### src/rtl/score_manager.sv
// Score token sequencer: LFSR spawn, pipelined ball/token collision, timed-token life and colour.
// Optional define SCORE_BLINK_EN makes low-life limited-mode tokens blink.
`timescale 1ns/1ps
module score_manager #(
  parameter int unsigned X_MIN           = 40,
  parameter int unsigned X_MAX           = 600,
  parameter int unsigned Y_MIN           = 40,
  parameter int unsigned Y_MAX           = 440,
  parameter int unsigned HIT_RADIUS      = 24,
  parameter int unsigned LIFE_FRAMES     = 300,
  parameter int unsigned COOLDOWN_FRAMES = 30,
  parameter logic [15:0] LFSR_SEED       = 16'hACE1,
  parameter int unsigned POINTS_W        = 8
) (
  input  logic                clk,
  input  logic                rst,
  input  logic                enable,
  input  logic                frame_tick,
  input  logic                mode,
  input  logic [10:0]         ball_x,
  input  logic [10:0]         ball_y,
  input  logic                points_clr,
  output logic [10:0]         score_x,
  output logic [10:0]         score_y,
  output logic [11:0]         score_color,
  output logic [POINTS_W-1:0] points,
  output logic                collect_pulse,
  output logic                timeout_pulse
);

  localparam int unsigned LifeW = $clog2(LIFE_FRAMES + 1);
  localparam int unsigned CoolW = $clog2(COOLDOWN_FRAMES + 2);
  localparam logic [LifeW-1:0] LifeFull    = LifeW'(LIFE_FRAMES);
  localparam logic [LifeW-1:0] LifeHalf    = LifeW'(LIFE_FRAMES / 2);
  localparam logic [LifeW-1:0] LifeQuarter = LifeW'(LIFE_FRAMES / 4);
  localparam logic [CoolW-1:0] CoolFull    = CoolW'(COOLDOWN_FRAMES);
  localparam logic [21:0]      HitSq       = 22'(HIT_RADIUS * HIT_RADIUS);
  localparam logic [10:0]      Hidden      = 11'h400;

  typedef enum logic [1:0] {StIdle, StSpawn, StActive, StCooldown} state_e;

  state_e               state_q;
  logic [15:0]          lfsr_q;
  logic [10:0]          pos_x_q, pos_y_q;
  logic                 mode_q;
  logic [LifeW-1:0]     life_q;
  logic [CoolW-1:0]     cool_q;
  logic [POINTS_W-1:0]  points_q;
  logic                 collect_q, timeout_q;

  logic [10:0] dx_q, dy_q;
  logic        v1_q, v2_q;
  logic [21:0] dist_sq_q;
  logic [9:0]  adx, ady;
  logic [20:0] sq_x, sq_y;
  logic        hit;

  logic [10:0] cx, cy;
  logic        in_range;
  logic        blink_off;
  logic        visible;

  // Galois form of x^16+x^14+x^13+x^11, free-running in every state.
  always_ff @(posedge clk or negedge rst) begin
    if (!rst) begin
      lfsr_q <= LFSR_SEED;
    end else begin
      lfsr_q <= lfsr_q[0] ? ((lfsr_q >> 1) ^ 16'hB400) : (lfsr_q >> 1);
    end
  end

  assign cx       = {1'b0, lfsr_q[9:0]};
  assign cy       = {2'b0, lfsr_q[15:7]};
  assign in_range = (cx >= 11'(X_MIN)) && (cx <= 11'(X_MAX)) &&
                    (cy >= 11'(Y_MIN)) && (cy <= 11'(Y_MAX));

  // Collision pipeline runs on the latched position so a blinked-off token still collides.
  always_ff @(posedge clk or negedge rst) begin
    if (!rst) begin
      dx_q      <= '0;
      dy_q      <= '0;
      v1_q      <= 1'b0;
      v2_q      <= 1'b0;
      dist_sq_q <= '0;
    end else begin
      dx_q      <= {1'b0, ball_x[9:0]} - {1'b0, pos_x_q[9:0]};
      dy_q      <= {1'b0, ball_y[9:0]} - {1'b0, pos_y_q[9:0]};
      v1_q      <= !ball_x[10] && !ball_y[10] && (state_q == StActive);
      v2_q      <= v1_q && (state_q == StActive);
      dist_sq_q <= 22'(sq_x) + 22'(sq_y);
    end
  end

  always_comb begin
    adx  = dx_q[10] ? 10'(~dx_q + 11'd1) : dx_q[9:0];
    ady  = dy_q[10] ? 10'(~dy_q + 11'd1) : dy_q[9:0];
    sq_x = 21'(adx) * 21'(adx);
    sq_y = 21'(ady) * 21'(ady);
  end

  assign hit = v2_q && (dist_sq_q <= HitSq);

  always_ff @(posedge clk or negedge rst) begin
    if (!rst) begin
      state_q   <= StIdle;
      pos_x_q   <= '0;
      pos_y_q   <= '0;
      mode_q    <= 1'b0;
      life_q    <= '0;
      cool_q    <= '0;
      points_q  <= '0;
      collect_q <= 1'b0;
      timeout_q <= 1'b0;
    end else begin
      collect_q <= 1'b0;
      timeout_q <= 1'b0;
      if (!enable) begin
        state_q <= StIdle;
      end else begin
        unique case (state_q)
          StIdle: state_q <= StSpawn;
          StSpawn: begin
            if (in_range) begin
              pos_x_q <= cx;
              pos_y_q <= cy;
              mode_q  <= mode;
              life_q  <= LifeFull;
              state_q <= StActive;
            end
          end
          StActive: begin
            // A hit outranks expiry on the same cycle.
            if (hit) begin
              state_q   <= StCooldown;
              cool_q    <= CoolFull;
              collect_q <= 1'b1;
              if (points_q != '1) points_q <= points_q + POINTS_W'(1);
            end else if (mode_q && frame_tick) begin
              if (life_q == LifeW'(1)) begin
                state_q   <= StCooldown;
                cool_q    <= CoolFull;
                timeout_q <= 1'b1;
              end else begin
                life_q <= life_q - LifeW'(1);
              end
            end
          end
          StCooldown: begin
            if (frame_tick) begin
              if (cool_q <= CoolW'(1)) begin
                state_q <= StSpawn;
                cool_q  <= '0;
              end else begin
                cool_q <= cool_q - CoolW'(1);
              end
            end
          end
          default: state_q <= StIdle;
        endcase
      end
      // Placed last so a clear beats a same-cycle collect.
      if (points_clr) points_q <= '0;
    end
  end

`ifdef SCORE_BLINK_EN
  logic [2:0] blink_q;

  always_ff @(posedge clk or negedge rst) begin
    if (!rst) begin
      blink_q <= '0;
    end else if (state_q != StActive) begin
      blink_q <= '0;
    end else if (frame_tick) begin
      blink_q <= blink_q + 3'd1;
    end
  end

  assign blink_off = mode_q && (life_q < LifeW'(LIFE_FRAMES / 8)) && blink_q[2];
`else
  assign blink_off = 1'b0;
`endif

  assign visible = (state_q == StActive) && !blink_off;
  assign score_x = visible ? pos_x_q : Hidden;
  assign score_y = visible ? pos_y_q : Hidden;

  always_comb begin
    score_color = 12'h000;
    if (state_q == StActive) begin
      if (!mode_q || (life_q > LifeHalf)) begin
        score_color = 12'h0F0;
      end else if (life_q > LifeQuarter) begin
        score_color = 12'hFF0;
      end else begin
        score_color = 12'hF00;
      end
    end
  end

  assign points        = points_q;
  assign collect_pulse = collect_q;
  assign timeout_pulse = timeout_q;

endmodule

### config.mk
export PLATFORM = sky130hd
export DESIGN_NAME = score_manager
export DESIGN_NICKNAME = d
export VERILOG_FILES = /design/src/rtl/score_manager.sv
export SDC_FILE = /design/constraint.sdc
export NUM_CORES = 1
export LEC_CHECK = 0
export BUFFER_PORTS_ARGS = -buffer_cell sky130_fd_sc_hd__buf_2
export CAP_MARGIN = 10
export CORE_UTILIZATION = 47
export CTS_CLUSTER_DIAMETER = 80
export DETAILED_ROUTE_END_ITERATION = 6
export GPL_ROUTABILITY_DRIVEN = 0
export MAX_ROUTING_LAYER = met4
export PLACE_DENSITY_LB_ADDON = 0.05
export SYNTH_ARGS = -nofsm -noshare
export SYNTH_HDL_FRONTEND = slang
export SYNTH_SLANG_ARGS = --single-unit
### constraint.sdc
create_clock -name clk -period 15.3 [get_ports clk]
set_input_delay 3.06 -clock clk [delete_from_list [all_inputs] [get_ports clk]]
set_output_delay 3.06 -clock clk [all_outputs]
set_load 0.005 [all_outputs]
==> impl_metrics.tcl <==
set metrics [dict create \
    syn_area_um2 10800 \
    yosysWarningCount 0 \
    finalWirelength_mm 22.8 \
    crit_path_start_kind "register" \
    tightest_slew_ns 0.917 \
    port_buffers 66 \
    clockRootBuffer "sky130_fd_sc_hd__clkbuf_16" \
    clock_path_buffers 2 \
    total_of_endpoints_with_negative_setup_slack_in_the_final_report 0 \
    biggest_area_consumer_among_synthesized_cells "sky130_fd_sc_hd__fa_1" \
    routedWlPerCell_um 15.5 \
    grt_busiest_layer "met2" \
    cts_hold_buffers 0 \
    synth-edff-count 0 \
    drive_gt1_frac 0.107 \
    postSynth.topFlopCell "sky130_fd_sc_hd__dfrtp_1" \
    slowest_stage_cell_on_the_critical_path "sky130_fd_sc_hd__xor2_1" \
    synth_cells 1133 \
    violations_in_the_final_reports "design-rule violations" \
    worst_hold_path_type "register to register" \
    h-tree-depth 3 \
    cp-end-kind "register" \
    path_max_fanout 11 \
    synth.top_cells.by_area "sky130_fd_sc_hd__fa_1 (24%), sky130_fd_sc_hd__dfrtp_1 (22%), sky130_fd_sc_hd__ha_1 (14%)" \
    inserted_clock_buffers 9 \
    worstPathRequired_ns 15.53 \
    final_period_minus_worst_setup_slack_ns 8.02 \
    viasPerCell 5.08 \
    synth_async_sr_flop_share 1.00 \
    area_delta_synth_final_pct 7.91 \
    overflow 0 \
    drt_iter0_drc 195 \
    setup-tns-final_ns 0 \
    cts_setup_buffers 0 \
    synth_area_per_cell_um2 9.53 \
    floorplan.io_pins 72 \
    vias 7493 \
    max_clock_freq_mhz 125 \
    crit_top_cell "sky130_fd_sc_hd__fa_1" \
    cts_tree "yes" \
    met2_usage 0.366 \
    clkLatencyLatePin_ns 0.35 \
    post-synth-top-area-fraction 0.243 \
    die_area_um2 23600 \
    dieWidth_um 154 \
    clock-sinks 104 \
    grt_setup_unrepaired "no" \
    post_cts_resize_count 0 \
    floorplan.rows 55 \
    grt_max_degree 54 \
    drv_slew 0 \
    dr.pass1.iters 7 \
    path_clk_slew_ns 0.08 \
    crit_arrival_ns 8.25 \
    die-height_um 154 \
    ant_nets 0 \
    min_period_over_period 0.524 \
    setup.worst_path.class "register to register" \
    synth.yosys.seq_area_share 0.242 \
    fill_cells 2169 \
    worst_slew_margin_relative_to_its_limit 0.387 \
    skew_ns 0.0100 \
    num_antenna_cells 0 \
    status "finished with violations" \
    grtUsageMet1 0.280 \
    grt_usage 0.217 \
    max_cap_violations 0 \
    core-area_um2 22600 \
    timing_hold_violations_final 0 \
    num-nets-final 1462 \
    yosys.cell_types.count 64 \
    start_util 0.479 \
    yosys_register_bits 104 \
    antenna_found_initial 0 \
    grt_pass1_wl_mm 38.8 \
    timing.critical_path.slowest_cell_delay_ns 0.62 \
    vias_in_the_first_global_route 7677 \
    dp.final_hpwl_mm 19.3 \
    gr-usage-met3 0.0237 \
    drc 2 \
]
cells in the final DEF (no fill, tap or decap), drive strengths merged, types with 7 or more instances in the layout:
cell type	count
a21o	12
fa	131
nand2b	10
or2	9
nand4	8
a21oi	37
ha	117
nor2	107
dfrtp	96
buf	68
xnor2	38
xor2	31
o21ai	34
nand3	19
clkbuf	9
nor4	9
nand2	73
dfstp	8
o21a	7
mux2	17
nor3	20
inv	246
cell usage after synthesis (all sizes together) (5+ instances only):
cell type	count
inv	242
fa	131
ha	117
nor2	107
dfrtp	96
nand2	73
xnor2	38
a21oi	37
o21ai	34
xor2	31
nor3	20
buf	19
nand3	19
mux2	17
a21o	12
clkbuf	11
nand2b	10
nor4	9
or2	9
dfstp	8
nand4	8
o21a	7
nor2b	6
or3	6
and3	5
area by class of cell:
class,instances,area [µm²],share of cell area
Multi-Input combinational cell,761,7130,0.611
Clock buffer,9,225,0.0193
Timing Repair Buffer,68,348,0.0298
Inverter,242,908,0.0779
Sequential cell,104,2610,0.224
Tap cell,285,357,0.0306
Clock inverter,7,81.3,0.00698
routing by layer:
layer,wire length [µm],share of wire
met5,0,0
met4,335,0.015
met2,11300,0.49
met3,560,0.025
met1,10700,0.47
critical path, delay by kind of cell, from the launching register on:
| family | cells | cell delay [ns] |
|---|---|---|
| xor+xnor | 2 | 0.70 |
| simple gates | 3 | 0.59 |
| flops | 1 | 0.46 |
| compound gates | 6 | 1.32 |
| buf+inv | 5 | 0.81 |
| fa+ha+maj | 9 | 4.01 |
through the flow:
step                      utilization  cell area [µm²]  hold slack, ns  worst slack (ns)  cells
final                           0.516            11700           0.395              7.28   1476
after global routing            0.516            11700           0.396              6.74   1476
after CTS                       0.516            11700           0.390              7.23   1476
after detailed placement        0.503            11400           0.379              7.24   1460
after global placement          0.503            11400           0.381              7.22   1460
after floorplan                     -            10800           0.364              8.19   1137
cells by family after synthesis:
logic type | Yosys count | synth area share
AO/OA/AOI/OAI | 130 | 0.0781
XOR/XNOR | 69 | 0.0559
adder cells (fa/ha/maj) | 248 | 0.378
buffers and inverters | 272 | 0.100
flip-flops | 104 | 0.242
multiplexers | 18 | 0.0186
other | 1 | 0.000347
AND/OR/NAND/NOR | 291 | 0.127
registers in the layout (all words and copies together), names as in the netlist:
name / flops
collect_pulse: 1
cool_q: 5
dist_sq_q: 21
dx_q: 11
dy_q: 11
lfsr_q: 16
life_q: 9
mode_q: 1
points: 8
pos_x_q: 7
pos_y_q: 9
state_q: 2
timeout_pulse: 1
v1_q: 1
v2_q: 1
final timing paths:
path                       startpoint             to  slack, ns  cells after the start
min                         lfsr_q[7]      lfsr_q[6]       0.40                      0
min reg2reg                 lfsr_q[7]      lfsr_q[6]       0.40                      0
max                           dy_q[0]  dist_sq_q[20]       7.28                     25
max reg2reg                   dy_q[0]  dist_sq_q[20]       7.28                     25
min in group asynchronous         rst      points[6]       2.73                      1
max in group asynchronous         rst        dy_q[2]      11.41                      2
Power is left out: the tool's default activity adds up to more than one toggle a clock period on the data nets, which glitch-free logic cannot reach.
